==> src/rtl/alu_modport.sv <==
// Registered ALU: one arithmetic/logical command per enabled clock, with a
// two-cycle multiply path sequenced by a small FSM.
module alu_modport #(
  parameter int WIDTH     = 8,
  parameter int CMD_WIDTH = 3
) (
  input  logic                 clk,
  input  logic                 RST,
  input  logic                 CE,
  input  logic [1:0]           INP_VALID,
  input  logic                 MODE,
  input  logic [CMD_WIDTH:0]   CMD,
  input  logic [WIDTH-1:0]     OPA,
  input  logic [WIDTH-1:0]     OPB,
  input  logic                 CIN,
  output logic [WIDTH:0]       RES,
  output logic                 COUT,
  output logic                 OFLOW,
  output logic                 G,
  output logic                 L,
  output logic                 E,
  output logic                 ERR
);

  localparam int SHW = $clog2(WIDTH);

  typedef enum logic {S_IDLE, S_MUL} state_t;

  state_t           r_state;
  state_t           w_state_nxt;
  logic [WIDTH:0]   r_mul_res;

  logic [WIDTH:0]   w_a, w_b, w_cin, w_one;
  logic [WIDTH:0]   w_res;
  logic             w_cout, w_oflow, w_g, w_l, w_e, w_err, w_mul;
  logic             w_need_a, w_need_b, w_bad_cmd;
  logic [SHW-1:0]   w_sh;
  logic [2*WIDTH-1:0] w_rol2, w_ror2;
  logic [2*WIDTH+1:0] w_prod;

  logic             w_load;
  logic [WIDTH:0]   w_o_res;
  logic             w_o_cout, w_o_oflow, w_o_g, w_o_l, w_o_e, w_o_err;

  assign w_a   = {1'b0, OPA};
  assign w_b   = {1'b0, OPB};
  assign w_cin = {{WIDTH{1'b0}}, CIN};
  assign w_one = {{WIDTH{1'b0}}, 1'b1};
  assign w_sh  = OPB[SHW-1:0];

  always_comb begin
    w_res     = '0;
    w_cout    = 1'b0;
    w_oflow   = 1'b0;
    w_g       = 1'b0;
    w_l       = 1'b0;
    w_e       = 1'b0;
    w_err     = 1'b0;
    w_mul     = 1'b0;
    w_need_a  = 1'b1;
    w_need_b  = 1'b1;
    w_bad_cmd = 1'b0;
    w_prod    = '0;
    w_rol2    = {OPA, OPA} << w_sh;
    w_ror2    = {OPA, OPA} >> w_sh;
    if (MODE) begin
      case (int'(CMD))
        0: begin w_res = w_a + w_b;         w_cout  = w_res[WIDTH]; end
        1: begin w_res = w_a - w_b;         w_oflow = (OPA < OPB); end
        2: begin w_res = w_a + w_b + w_cin; w_cout  = w_res[WIDTH]; end
        3: begin w_res = w_a - w_b - w_cin; w_oflow = (w_a < (w_b + w_cin)); end
        4: begin w_need_b = 1'b0; w_res = w_a + w_one; w_cout  = w_res[WIDTH]; end
        5: begin w_need_b = 1'b0; w_res = w_a - w_one; w_oflow = (OPA == '0); end
        6: begin w_need_a = 1'b0; w_res = w_b + w_one; w_cout  = w_res[WIDTH]; end
        7: begin w_need_a = 1'b0; w_res = w_b - w_one; w_oflow = (OPB == '0); end
        8: begin w_g = (OPA > OPB); w_l = (OPA < OPB); w_e = (OPA == OPB); end
        9: begin
          w_mul  = 1'b1;
          w_prod = {{(WIDTH+1){1'b0}}, w_a + w_one} * {{(WIDTH+1){1'b0}}, w_b + w_one};
          w_res  = w_prod[WIDTH:0];
        end
        10: begin
          w_mul  = 1'b1;
          w_prod = {{(WIDTH+1){1'b0}}, OPA, 1'b0} * {{(WIDTH+1){1'b0}}, w_b};
          w_res  = w_prod[WIDTH:0];
        end
        default: w_bad_cmd = 1'b1;
      endcase
    end else begin
      case (int'(CMD))
        0:  w_res = {1'b0, OPA & OPB};
        1:  w_res = {1'b0, ~(OPA & OPB)};
        2:  w_res = {1'b0, OPA | OPB};
        3:  w_res = {1'b0, ~(OPA | OPB)};
        4:  w_res = {1'b0, OPA ^ OPB};
        5:  w_res = {1'b0, ~(OPA ^ OPB)};
        6:  begin w_need_b = 1'b0; w_res = {1'b0, ~OPA}; end
        7:  begin w_need_a = 1'b0; w_res = {1'b0, ~OPB}; end
        8:  begin w_need_b = 1'b0; w_res = {2'b00, OPA[WIDTH-1:1]}; end
        9:  begin w_need_b = 1'b0; w_res = {1'b0, OPA[WIDTH-2:0], 1'b0}; end
        10: begin w_need_a = 1'b0; w_res = {2'b00, OPB[WIDTH-1:1]}; end
        11: begin w_need_a = 1'b0; w_res = {1'b0, OPB[WIDTH-2:0], 1'b0}; end
        12: begin w_res = {1'b0, w_rol2[2*WIDTH-1:WIDTH]}; w_err = |(OPB >> SHW); end
        13: begin w_res = {1'b0, w_ror2[WIDTH-1:0]};       w_err = |(OPB >> SHW); end
        default: w_bad_cmd = 1'b1;
      endcase
    end
    // Missing operands or unknown commands override everything, including a multiply.
    if (w_bad_cmd || (w_need_a && !INP_VALID[0]) || (w_need_b && !INP_VALID[1])) begin
      w_res   = '0;
      w_cout  = 1'b0;
      w_oflow = 1'b0;
      w_g     = 1'b0;
      w_l     = 1'b0;
      w_e     = 1'b0;
      w_mul   = 1'b0;
      w_err   = 1'b1;
    end
  end

  always_ff @(posedge clk or negedge RST) begin
    if (!RST)    r_state <= S_IDLE;
    else if (CE) r_state <= w_state_nxt;
  end

  always_comb begin
    w_state_nxt = S_IDLE;
    case (r_state)
      S_IDLE:  w_state_nxt = w_mul ? S_MUL : S_IDLE;
      S_MUL:   w_state_nxt = S_IDLE;
      default: w_state_nxt = S_IDLE;
    endcase
  end

  // The second multiply cycle publishes the stored product and drops the
  // command presented on that edge.
  always_comb begin
    w_load    = 1'b0;
    w_o_res   = '0;
    w_o_cout  = 1'b0;
    w_o_oflow = 1'b0;
    w_o_g     = 1'b0;
    w_o_l     = 1'b0;
    w_o_e     = 1'b0;
    w_o_err   = 1'b0;
    if (r_state == S_MUL) begin
      w_load  = 1'b1;
      w_o_res = r_mul_res;
    end else if (!w_mul) begin
      w_load    = 1'b1;
      w_o_res   = w_res;
      w_o_cout  = w_cout;
      w_o_oflow = w_oflow;
      w_o_g     = w_g;
      w_o_l     = w_l;
      w_o_e     = w_e;
      w_o_err   = w_err;
    end
  end

  always_ff @(posedge clk or negedge RST) begin
    if (!RST) begin
      r_mul_res <= '0;
    end else if (CE && r_state == S_IDLE && w_mul) begin
      r_mul_res <= w_res;
    end
  end

  always_ff @(posedge clk or negedge RST) begin
    if (!RST) begin
      RES   <= '0;
      COUT  <= 1'b0;
      OFLOW <= 1'b0;
      G     <= 1'b0;
      L     <= 1'b0;
      E     <= 1'b0;
      ERR   <= 1'b0;
    end else if (CE && w_load) begin
      RES   <= w_o_res;
      COUT  <= w_o_cout;
      OFLOW <= w_o_oflow;
      G     <= w_o_g;
      L     <= w_o_l;
      E     <= w_o_e;
      ERR   <= w_o_err;
    end
  end

endmodule

==> config.mk <==
export PLATFORM = sky130hd
export DESIGN_NAME = alu_modport
export DESIGN_NICKNAME = d
export VERILOG_FILES = /design/src/rtl/alu_modport.sv
export SDC_FILE = /design/constraint.sdc
export NUM_CORES = 1
export LEC_CHECK = 0
export BUFFER_PORTS_ARGS = -buffer_cell sky130_fd_sc_hd__buf_2
export CELL_PAD_IN_SITES_DETAIL_PLACEMENT = 0
export CELL_PAD_IN_SITES_GLOBAL_PLACEMENT = 2
export CORE_MARGIN = 2
export CORE_UTILIZATION = 28
export DETAILED_ROUTE_END_ITERATION = 16
export PLACE_DENSITY_LB_ADDON = 0.1
export RECOVER_POWER = 100
export REMOVE_ABC_BUFFERS = 1
export SETUP_SLACK_MARGIN = 0.02
export SYNTH_ARGS = -nofsm -noshare
export SYNTH_HDL_FRONTEND = slang
export SYNTH_SLANG_ARGS = --single-unit
==> constraint.sdc <==
create_clock -name clk -period 1.6 [get_ports clk]
set_clock_uncertainty 0.05 [all_clocks]
set_input_delay 0.08 -clock clk [delete_from_list [all_inputs] [get_ports clk]]
set_output_delay 0.08 -clock clk [all_outputs]
set_load 0.02 [all_outputs]
After elaboration in Yosys (flattened, before gate mapping). Index checks and enable logic that the tools add are counted.

Multipliers: 2. Shifts and indexed selects: 2. Bitwise logic cells: 9. Add/sub/neg operators: 9. Eq/ne operators: 14. Mux-type cells: 52. Magnitude comparators: 3. Reductions and logical operators: 21.

Operator list (count): $pmux 8 s14 (1); $pmux 9 s10 (1); $mux 1 (43); $not 8->8 (5); $mux 9 (4); $eq 4x4->1 const B (6); $add 8x1->9 const B (2); $sub 8x1->9 const B (2); $eq 4x3->1 const B (4); $logic_not 8->1 (2); $shl 16x3->16 (1); $shr 16x3->8 (1); $reduce_or 14->1 (1); $reduce_or 11->1 (1); $add 8x1->9 (1); $add 8x8->9 (1); $add 9x1->9 (1); $lt 8x9->1 (1); $mul 9x9->9 (1); $sub 8x8->9 (1); $sub 9x1->9 (1); $and 8x8->8 (1); $eq 4x2->1 const B (2); $eq 8x8->1 (1); other kinds (16) (27).

Bits in registers: 25. Output and inout port bits: 15. Logic and storage cells: 121. Input port bits: 27.

Depth between registers and ports, before layout. Gate-level depths: netlist (run 1).

Depth after elaboration: 11. Mapped depth: 24. Mapped depth without buffers: 21.

Worst setup path after synthesis (run 1). OpenSTA, ideal clock, no wires.

Kind: input to register. Start point: input port OPB[1]. End point: register RES[8]. Stages: 23. Library setup time: 0.126 ns. Data required time: 1.424 ns. Arrival: 5.475 ns. Setup slack: -4.051 ns. Buffers on the path: 4. Cells stage by stage: buf_2 > buf_2 > clkbuf_1 > inv_1 > ha_1 > clkbuf_1 > nand2_1 > fa_1 > inv_1 > fa_1 > ha_1 > inv_1 > fa_1 > inv_1 > fa_1 > a21o_1 > a21oi_1 > xnor2_1 > xnor2_1 > xnor3_1 > nor3_1 > a2111o_1 > a221o_1.

Word-level cells in the longest chain between the ends: 7. Elaborated cells on any way between the ends: 13. Classes of those cells: add/sub: 6; mul: 2; mux: 5.

RTL lines: from (decl) (line 14) `input logic [WIDTH-1:0] OPB,`; $add 8x1->9, or another cell as far along (line 74, 79); $mul 9x9->9, or another cell as far along (line 79) `w_prod = {{(WIDTH+1){1'b0}}, w_a + w_one} * {{(WIDTH+1){1'b0}}, w_b + w_one};`; $pmux 9 s10 (*) (line 67) `case (int'(CMD))`; $mux 9 (*) (line 66) `if (MODE) begin`; $mux 9 (*) (line 109) `if (w_bad_cmd || (w_need_a && !INP_VALID[0]) || (w_need_b && !INP_VALID[1])) begin`; $mux 9 (*) (line 149) `end else if (!w_mul) begin`; $mux 9 (*) (line 146) `if (r_state == S_MUL) begin`; to (signal assigned) (line 179) `RES <= w_o_res;`; to (decl) (line 16) `output logic [WIDTH:0] RES,`.

Mark *: on every way between the ends. The rest lies on a longest branch, timed or not. A chain may end at the register's enable or synchronous reset.

Worst setup path in the final report (run 1).
Start point: input port OPB[0]. End point: register RES[8].

The elaborated chain is that of the path after synthesis.

==> results of run 1 <==
[area by class of cell]
class	instances	area, sq um	share of cell area, %
Multi-Input combinational cell	777	6730	59.3
Inverter	86	335	2.95
Clock inverter	1	5.00	0.0441
Sequential cell	25	626	5.51
Timing Repair Buffer	398	3180	28.0
Tap cell	324	405	3.57
Clock buffer	3	75.1	0.661
[worst min-delay path, delay by kind of cell]
| kind | cells | cell delay [ps] |
|---|---|---|
| buffers and inverters | 2 | 210 |
| AOI/OAI and AO/OA | 1 | 140 |
[logic make-up after synthesis]
kind of cell               after synthesis  synth area share (%)
adders and majority gates              107                  22.5
buffers and inverters                  150                  8.44
and+or+nand+nor                        312                  20.7
muxes                                   33                  5.56
DFF                                     25                  8.90
xor gates and xnor gates                84                  11.0
AOI/OAI and AO/OA                      241                  23.0
[per-stage QoR]
stage                     cells  setup TNS (ps)  worst slack (ps)  instance area [sq um]  utilization [%]
after global routing       1614          -41200             -3160                  11400             46.4
after floorplan             888          -40290             -3320                   6760                -
final                      1614          -37860             -2950                  11400             46.4
after global placement     1566          -55490             -3790                   9770             39.9
after detailed placement   1566          -55830             -3830                   9770             39.9
after CTS                  1605          -38310             -2960                  11000             45.0
[flip-flops by register name (all words and copies together), names as in the netlist]
register	count
COUT	1
E	1
ERR	1
G	1
L	1
OFLOW	1
RES	9
r_mul_res	9
r_state	1
[placed cells by master, fill, tap and decap left out, types with 8 or more instances in the layout]
master,n
a21o_1,13
a21oi_1,43
a21oi_2,9
a221oi_2,8
a22oi_1,8
buf_12,9
buf_2,16
buf_4,323
buf_6,23
buf_8,9
clkbuf_1,15
dfrtp_1,25
fa_1,25
ha_1,55
ha_4,18
inv_1,67
inv_2,14
mux2i_1,21
nand2_1,93
nand3_1,19
nor2_1,90
nor2b_1,9
nor3_1,10
o21ai_0,33
o21ai_2,12
o22ai_1,17
xnor2_1,51
xnor2_2,11
xor2_1,17
[worst paths after layout]
kind,from,endpoint,cells past startpoint
max,OPB[0],RES[8],20
min,CMD[0],OFLOW,3
max reg2reg,r_state,r_mul_res[0],4
min reg2reg,r_mul_res[3],r_mul_res[3],2
max in group asynchronous,RST,L,2
min in group asynchronous,RST,RES[8],2
[routing by layer]
metal	part of all wire, %	wire (microns)
met1	43	15100
met2	48	17000
met3	4.4	1540
met4	4.3	1510
met5	0	0
[power by group through the flow]
stage / registers (mW) / logic [mW] / clock network, mW
final: 0.709 / 5.62 / 0.577
after detailed placement: 0.720 / 4.58 / 0
after global placement: 0.719 / 4.60 / 0
after floorplan: 0.750 / 2.40 / 0
after global routing: 0.714 / 6.13 / 0.610
after CTS: 0.707 / 5.40 / 0.595
[what timing repair did]
item	CTS	global route
resized for setup	194	74
gates cloned	1	0
hold buffers	1	0
endpoints found under the setup margin	25	25
setup buffers	35	15
hold endpoints to repair	25	0
pin swaps	79	37
==> impl_metrics.yaml, run 1 <==
clocking:
  htree_levels: 1
  cts_buffer_depth: 2
  cts_inserted_buffers: 3
  clk_latency_ps: 270
  clk_pin_slew_ps: 70
  cts_sinks: 25
  clock-root-buffer: "clkbuf_16"
  cts_tree: "built"
power:
  irDropWorstVdd_mv: 0.588
  p_clk_share_pct: 8.4
  power.total_mw: 6.91
  p_per_area_mw_per_mm2: 608
  pwr-share-comb_pct: 81.4
  seqPwrFrac_pct: 10.3
  p_int_mw: 3.81
  p_leak_nw: 5.31
  p_switching_mw: 3.10
  swShare_pct: 44.9
timing:
  max_freq_ghz: 0.220
  relSlewSlack_pct: 47.7
  holdWs_ps: 151
  tightest_slew_ps: 774
  final_max_slew_viol_count: 0
  setup_slack_ps: -2950
  fin_crit_ps: 4550
  period_share_pct: 284
  setup_viol_count_final: 25
  hold_violations: 0
  rsz0062_at_grt: "true"
yosys:
  synth_edf_count: 0
  async_reset_ff_share_pct: 100
  synth_top_area_cell: "ha_1"
  synth_top_area_share_pct: 13.4
  synth_warnings: 0
  synth_commonest_cells: "nand2_1 (98), nor2_1 (94), inv_1 (84), ha_1 (75), xnor2_1 (61)"
  yosysMostFrequentCell: "nand2_1"
  synth_area_leaders: "ha_1 (13%), fa_1 (9.1%), dfrtp_1 (8.9%), xnor2_1 (7.6%), nand2_1 (5.2%)"
  ys_seq_elements: 25
  synthCells: 952
  seq_area_frac_synth_pct: 8.90
  synth_ff_type: "dfrtp_1"
  netlist_area_sq_mm: 0.00703
  syn_area_per_cell_sq_um: 7.38
  ys_types: 70
global_routing:
  grt_pass1_vias: 8701
  use_met2_pct: 47.5
  antenna_found_initial: 0
  grt_use_total_pct: 26.8
  grt_overflow: 0
  grt_use_met3_pct: 1.83
  grt_start_max_net_pins: 31
  grt.busiest_layer: "met2"
  grt_pass1_wl_microns: 53000
  met1_usage_pct: 34.1
run_status:
  violations: "setup timing"
  run_status: "finished, violations left"
finish:
  fin_nets: 1425
  fillerInstances: 2555
  drive_gt1_share_pct: 43.3
  diodes: 0
  area_growth_pct: 61.7
floorplanning:
  top_level_ports: 42
  initial_core_util_pct: 28.7
  die_w_microns: 162
  rows: 57
  dieArea_sq_mm: 0.0264
  chipHeight_microns: 162
  core_area_sq_mm: 0.0245
detailed_routing:
  ant_nets: 0
  first_iter_violations: 639
  drcViolationCount: 0
  routedWlPerCell_microns: 21.8
  wirelength_microns: 35100
  drt_pass1_iterations: 5
  viasPerCell: 5.23
  routed-via-count: 8447
worst_setup_path:
  worstPathCellList: "buf_2 > ha_4 > xor2_4 > buf_4 > nand2_1 > fa_1 > fa_1 > inv_1 > fa_1 > inv_1 > fa_2 > inv_2 > ha_4 > a21oi_2 > xnor2_1 > xnor2_1 > xnor3_1 > nor3_2 > a2111o_1 > a221o_1"
  timing.critical_path.mode_cell: "fa_1"
  critPathLaunchType: "input port"
  cpPeakStageDelay_ps: 520
  cp.arrival_ps: 4650
  critPathTopFamily: "adder cells"
  timing.critical_path.buf_inv: 5
  critical_path.max_fanout: 4
  rrSetupSlack_ps: 200
  end_kind: "flop"
  crit_type: "in2reg"
  slowest_stage: "fa_2"
  worstPathRequired_ps: 1710
flow_run:
  maxCapViolCount: 0
place:
  portBuffers: 41
  dpl.hpwl_microns: 28700
  gp_congestion: 0.947
worst_hold_path:
  hold_class: "in2reg"
Power figures use the tool's default switching activity.
==> inputs of run 2 (changes only) <==
--- a/config.mk
+++ b/config.mk
@@ -5,7 +5,7 @@
 export SDC_FILE = /design/constraint.sdc
 export NUM_CORES = 1
 export LEC_CHECK = 0
-export BUFFER_PORTS_ARGS = -buffer_cell sky130_fd_sc_hd__buf_2
+export BUFFER_PORTS_ARGS = -buffer_cell sky130_fd_sc_hd__clkbuf_2
 export CELL_PAD_IN_SITES_DETAIL_PLACEMENT = 0
 export CELL_PAD_IN_SITES_GLOBAL_PLACEMENT = 2
 export CORE_MARGIN = 2
==> run 2 against run 1 <==
The flow still finishes with violations (setup timing). Critical path type unchanged. Power increased by 4.7%. Sequential power about the same. Die area unchanged. Largest power group unchanged. Utilization increased by 1.4 points.
==> impl_metrics.yaml, run 2 (same netlist as run 1, synthesis figures left out) <==
global_routing:
  grt_overflow: 0
  grt_pass1_vias: 8837
  grt_pass1_wl_microns: 54400
  grt_use_total_pct: 27.4
  grt_start_max_net_pins: 30
  antenna_found_initial: 0
worst_hold_path:
  hold_depth: 3
  hold_class: "in2reg"
finish:
  fillerInstances: 2433
  mostFrequentLayoutCell: "buf_4"
  fin_util_pct: 47.9
  stdcell_count: 1623
  drive_gt1_share_pct: 44.0
  fin_nets: 1434
  final_cell_mix: "buf_4 (313), nand2_1 (90), nor2_1 (87)"
  diodes: 0
  area_growth_pct: 66.6
  reg_top3: "RES: 9 flops, r_mul_res: 9 flops"
worst_setup_path:
  cpPeakStageDelay_ps: 540
  slowest_stage: "fa_1"
  end_kind: "flop"
  cp.arrival_ps: 4840
  rrSetupSlack_ps: 40
  critPathLaunchType: "input port"
  worstPathCellList: "clkbuf_16 > nand3_4 > or3_4 > nand2_4 > nand2_4 > fa_1 > inv_1 > fa_1 > ha_1 > inv_1 > fa_1 > inv_2 > fa_2 > a21o_1 > a21oi_2 > xnor2_2 > xnor2_2 > xnor3_2 > nor3_4 > a2111o_1 > a221o_1"
  timing.critical_path.buf_inv: 4
  worstPathRequired_ps: 1700
  timing.critical_path.mode_cell: "fa_1"
  worstSetupPathDepth: 21
  r2r_cells: 6
  crit_type: "in2reg"
  critPathTopFamily: "adder cells"
  critical_path.max_fanout: 4
timing:
  holdWs_ps: 273
  max_freq_ghz: 0.211
  tightest_slew_ps: 890
  tns_ps: -38860
  final_max_slew_viol_count: 0
  hold_violations: 0
  relSlewSlack_pct: 40.4
  setup_viol_count_final: 25
  fin_crit_ps: 4740
  setup_slack_ps: -3140
  rsz0062_at_grt: "true"
  period_share_pct: 296
clocking:
  cts_tree: "built"
  clk_pin_slew_ps: 70
  cts_sinks: 25
  htree_levels: 1
  cts_inserted_buffers: 3
  clk_latency_ps: 270
  cts_buffer_depth: 2
  clock-root-buffer: "clkbuf_16"
power:
  p_leak_nw: 5.45
  p_clk_share_pct: 7.9
  seqPwrFrac_pct: 9.8
  pwr-share-comb_pct: 82.3
  p_per_area_mw_per_mm2: 618
  p_switching_mw: 3.20
  irDropWorstVdd_mv: 0.965
  p_int_mw: 4.03
  swShare_pct: 44.2
detailed_routing:
  drcViolationCount: 0
  drt_pass1_iterations: 5
  wirelength_microns: 36000
  first_iter_violations: 630
  viasPerCell: 5.24
  routed-via-count: 8508
  routedWlPerCell_microns: 22.2
  ant_nets: 0
run_status:
  violations: "setup timing"
  run_status: "finished, violations left"
floorplanning:
  dieArea_sq_mm: 0.0264
  die_w_microns: 162
  top_level_ports: 42
  chipHeight_microns: 162
  core_area_sq_mm: 0.0245
  rows: 57
  initial_core_util_pct: 28.7
place:
  dpl_worst_slack_ps: -3810
  dp.cells: 1560
  portBuffers: 41
  gp_congestion: 0.969
  dpl.hpwl_microns: 28500
flow_run:
  maxCapViolCount: 0
==> run 2: worst paths after layout <==
kind / start / to
worst min register to register: r_mul_res[5] / r_mul_res[5]
worst max-delay path: OPA[3] / RES[8]
worst max register to register: r_state / r_mul_res[8]
min in group asynchronous: RST / r_mul_res[8]
max in group asynchronous: RST / OFLOW
worst min-delay path: CE / RES[1]
==> run 2: tightest hold or removal path, cell delays in order <==
cell and delay [ps]:
clkbuf_2 210, o22ai_1 210, a21oi_1 60
==> run 2: area by class of cell <==
type	instances	area, sq um	share of cell area (%)
Clock buffer	3	75.1	0.641
Clock inverter	1	5.00	0.0427
Inverter	86	340	2.91
Multi-Input combinational cell	777	6800	58.1
Sequential cell	25	626	5.34
Tap cell	324	405	3.46
Timing Repair Buffer	407	3450	29.5
==> run 2: what timing repair did <==
| action | CTS | global route |
|---|---|---|
| pin swaps | 109 | 51 |
| setup endpoints to repair | 25 | 25 |
| endpoints found under the hold margin | 25 | 0 |
| cloned | 2 | 0 |
| buffers inserted | 47 | 16 |
| hold buffers | 1 | 0 |
| resized for setup | 248 | 57 |
==> run 2: power groups by stage <==
stage | clock (mW) | sequential, mW | combinational [mW]
after floorplan | 0 | 0.750 | 2.40
after global placement | 0 | 0.718 | 4.57
after detailed placement | 0 | 0.720 | 4.56
after CTS | 0.593 | 0.708 | 5.58
after global routing | 0.608 | 0.713 | 6.47
final | 0.571 | 0.708 | 5.95
==> run 2: metrics by stage <==
step                      cell area, sq um  power (mW)
final                                11700        7.23
after floorplan                       6760        3.15
after CTS                            11400        6.88
after global placement                9710        5.29
after detailed placement              9710        5.28
after global routing                 11700        7.79
==> run 2: layer usage <==
layer	vias up	GRT usage [%]	wire, microns
met5	-	0	0
met4	0	7.72	1140
met3	55	1.81	1710
met2	268	49.7	17900
met1	4133	35.1	15200
li1	4052	-	-
==> inputs of run 3 (changes only) <==
--- a/config.mk
+++ b/config.mk
@@ -8,7 +8,7 @@
 export BUFFER_PORTS_ARGS = -buffer_cell sky130_fd_sc_hd__clkbuf_2
 export CELL_PAD_IN_SITES_DETAIL_PLACEMENT = 0
 export CELL_PAD_IN_SITES_GLOBAL_PLACEMENT = 2
-export CORE_MARGIN = 2
+export CORE_MARGIN = 1
 export CORE_UTILIZATION = 28
 export DETAILED_ROUTE_END_ITERATION = 16
 export PLACE_DENSITY_LB_ADDON = 0.1
==> run 3 against run 2 <==
The run still ends with setup timing left. Design area fell by 2.7%. Via count fell by 0.76%. Worst setup slack improved by 140 ps. First-iteration DRC count rose by 7.6%. Sequential cell count did not move.
==> impl_metrics.yaml, run 3 (same netlist as run 1, synthesis figures left out) <==
finish:
  stdcell_count: 1602
  fin_nets: 1413
  fin_util_pct: 46.6
  diodes: 0
  mostFrequentLayoutCell: "buf_4"
  final_cell_mix: "buf_4 (297), nand2_1 (92), nor2_1 (89)"
  drive_gt1_share_pct: 42.1
  reg_top3: "RES: 9 flops, r_mul_res: 9 flops"
  area_growth_pct: 62.1
floorplanning:
  core_area_sq_mm: 0.0245
  initial_core_util_pct: 28.7
  chipHeight_microns: 160
  die_w_microns: 160
  rows: 57
  dieArea_sq_mm: 0.0257
  top_level_ports: 42
power:
  power.total_mw: 6.86
  swShare_pct: 44.9
  p_per_area_mw_per_mm2: 602
  seqPwrFrac_pct: 10.3
  p_leak_nw: 5.27
  p_switching_mw: 3.08
  pwr-share-comb_pct: 81.2
  irDropWorstVdd_mv: 0.709
  p_clk_share_pct: 8.4
  p_int_mw: 3.78
clocking:
  cts_tree: "built"
  cts_inserted_buffers: 3
  cts_buffer_depth: 2
  cts_sinks: 25
  clock-root-buffer: "clkbuf_16"
  htree_levels: 1
  clk_pin_slew_ps: 70
  clk_latency_ps: 270
global_routing:
  grt_pass1_wl_microns: 53600
  grt_use_total_pct: 27.5
  antenna_found_initial: 0
  grt_pass1_vias: 8769
  grt_start_max_net_pins: 29
  grt_overflow: 0
worst_setup_path:
  critPathLaunchType: "input port"
  end_kind: "flop"
  timing.critical_path.mode_cell: "fa_1"
  slowest_stage: "fa_1"
  critical_path.max_fanout: 3
  worstPathRequired_ps: 1710
  cp.arrival_ps: 4700
  timing.critical_path.buf_inv: 5
  worstPathCellList: "buf_8 > buf_6 > nand2_4 > or3_4 > nand2_4 > nand2_2 > fa_1 > inv_1 > fa_1 > ha_1 > inv_1 > fa_1 > inv_2 > fa_2 > a21o_1 > a21oi_2 > xnor2_2 > xnor2_1 > xnor3_2 > nor3_2 > a2111o_1 > a221o_1"
  crit_type: "in2reg"
  cpPeakStageDelay_ps: 540
  critPathTopFamily: "adder cells"
timing:
  final_max_slew_viol_count: 0
  relSlewSlack_pct: 43.8
  holdWs_ps: 252
  setup_slack_ps: -2990
  tns_ps: -40090
  setup_viol_count_final: 25
  fin_crit_ps: 4590
  hold_violations: 0
  period_share_pct: 287
  tightest_slew_ps: 840
  max_freq_ghz: 0.218
  rsz0062_at_grt: "true"
worst_hold_path:
  hold_class: "in2reg"
run_status:
  run_status: "finished, violations left"
  violations: "setup timing"
detailed_routing:
  routed-via-count: 8443
  drt_pass1_iterations: 5
  routedWlPerCell_microns: 22.0
  first_iter_violations: 678
  viasPerCell: 5.27
  drcViolationCount: 0
  ant_nets: 0
  wirelength_microns: 35300
flow_run:
  maxCapViolCount: 0
place:
  gp_congestion: 0.912
  portBuffers: 41
  dpl.hpwl_microns: 28600
  dp.cells: 1559
run 3: cell types whose count changed in the layout (fill, tap and decap cells not counted), moves of 6 or more:
cell | before | now
buf_4 | 313 | 297
buf_6 | 35 | 29
buf_8 | 4 | 13
inv_2 | 15 | 9
xnor2_1 | 45 | 51
xnor2_2 | 15 | 9
run 3: power groups by stage:
stage / clock (mW) / combinational [mW] / sequential [mW]
after floorplan: 0 / 2.40 / 0.750
after global placement: 0 / 4.61 / 0.718
after detailed placement: 0 / 4.61 / 0.721
after CTS: 0.590 / 5.37 / 0.710
after global routing: 0.608 / 6.09 / 0.716
final: 0.579 / 5.57 / 0.710
run 3: worst paths after layout:
check | start | cells after the start | slack [ps] | to
max | OPA[0] | 22 | -2990 | RES[8]
min | CMD[0] | 3 | 250 | OFLOW
max reg2reg | r_state | 6 | 30 | RES[8]
min reg2reg | r_mul_res[5] | 1 | 430 | r_mul_res[5]
max in group asynchronous | RST | 2 | 750 | COUT
min in group asynchronous | RST | 2 | 320 | RES[8]
run 3: cell type report:
type                       instances  area (sq um)
timing repair buffer             386          3180
fill                            2465         13100
multi-input combinational        777          6740
clock inverter                     1          5.00
inverter                          86           354
tap                              324           405
sequential                        25           626
clock buffer                       3          75.1
run 3: worst reg2reg max path, delay by kind of cell, from the launching register on:
family | cells | cell delay, ps
DFF | 1 | 530
buffers and inverters | 3 | 430
AOI/OAI and AO/OA | 1 | 300
and+or+nand+nor | 2 | 160
run 3: stage by stage:
stage / area (sq um) / setup WS (ps)
4_1_cts: 11100 / -3080
6_report: 11400 / -2990
5_1_grt: 11400 / -3190
3_5_place_dp: 9710 / -3920
2_1_floorplan: 6760 / -3320
3_3_place_gp: 9710 / -3880
run 3: timing repair:
action	4_1_cts	5_1_grt
buffers inserted	29	10
hold buffers	1	0
setup endpoints to repair	25	25
endpoints found under the hold margin	25	0
pin swaps	88	38
resized for setup	237	53
run 3: metal layers:
metal / up-vias / GRT usage (%) / wire, microns
met5: - / 0 / 0
li1: 4009 / - / -
met4: 0 / 8.05 / 1010
met1: 4118 / 34.6 / 15200
met2: 259 / 49.9 / 17800
met3: 57 / 2.14 / 1310
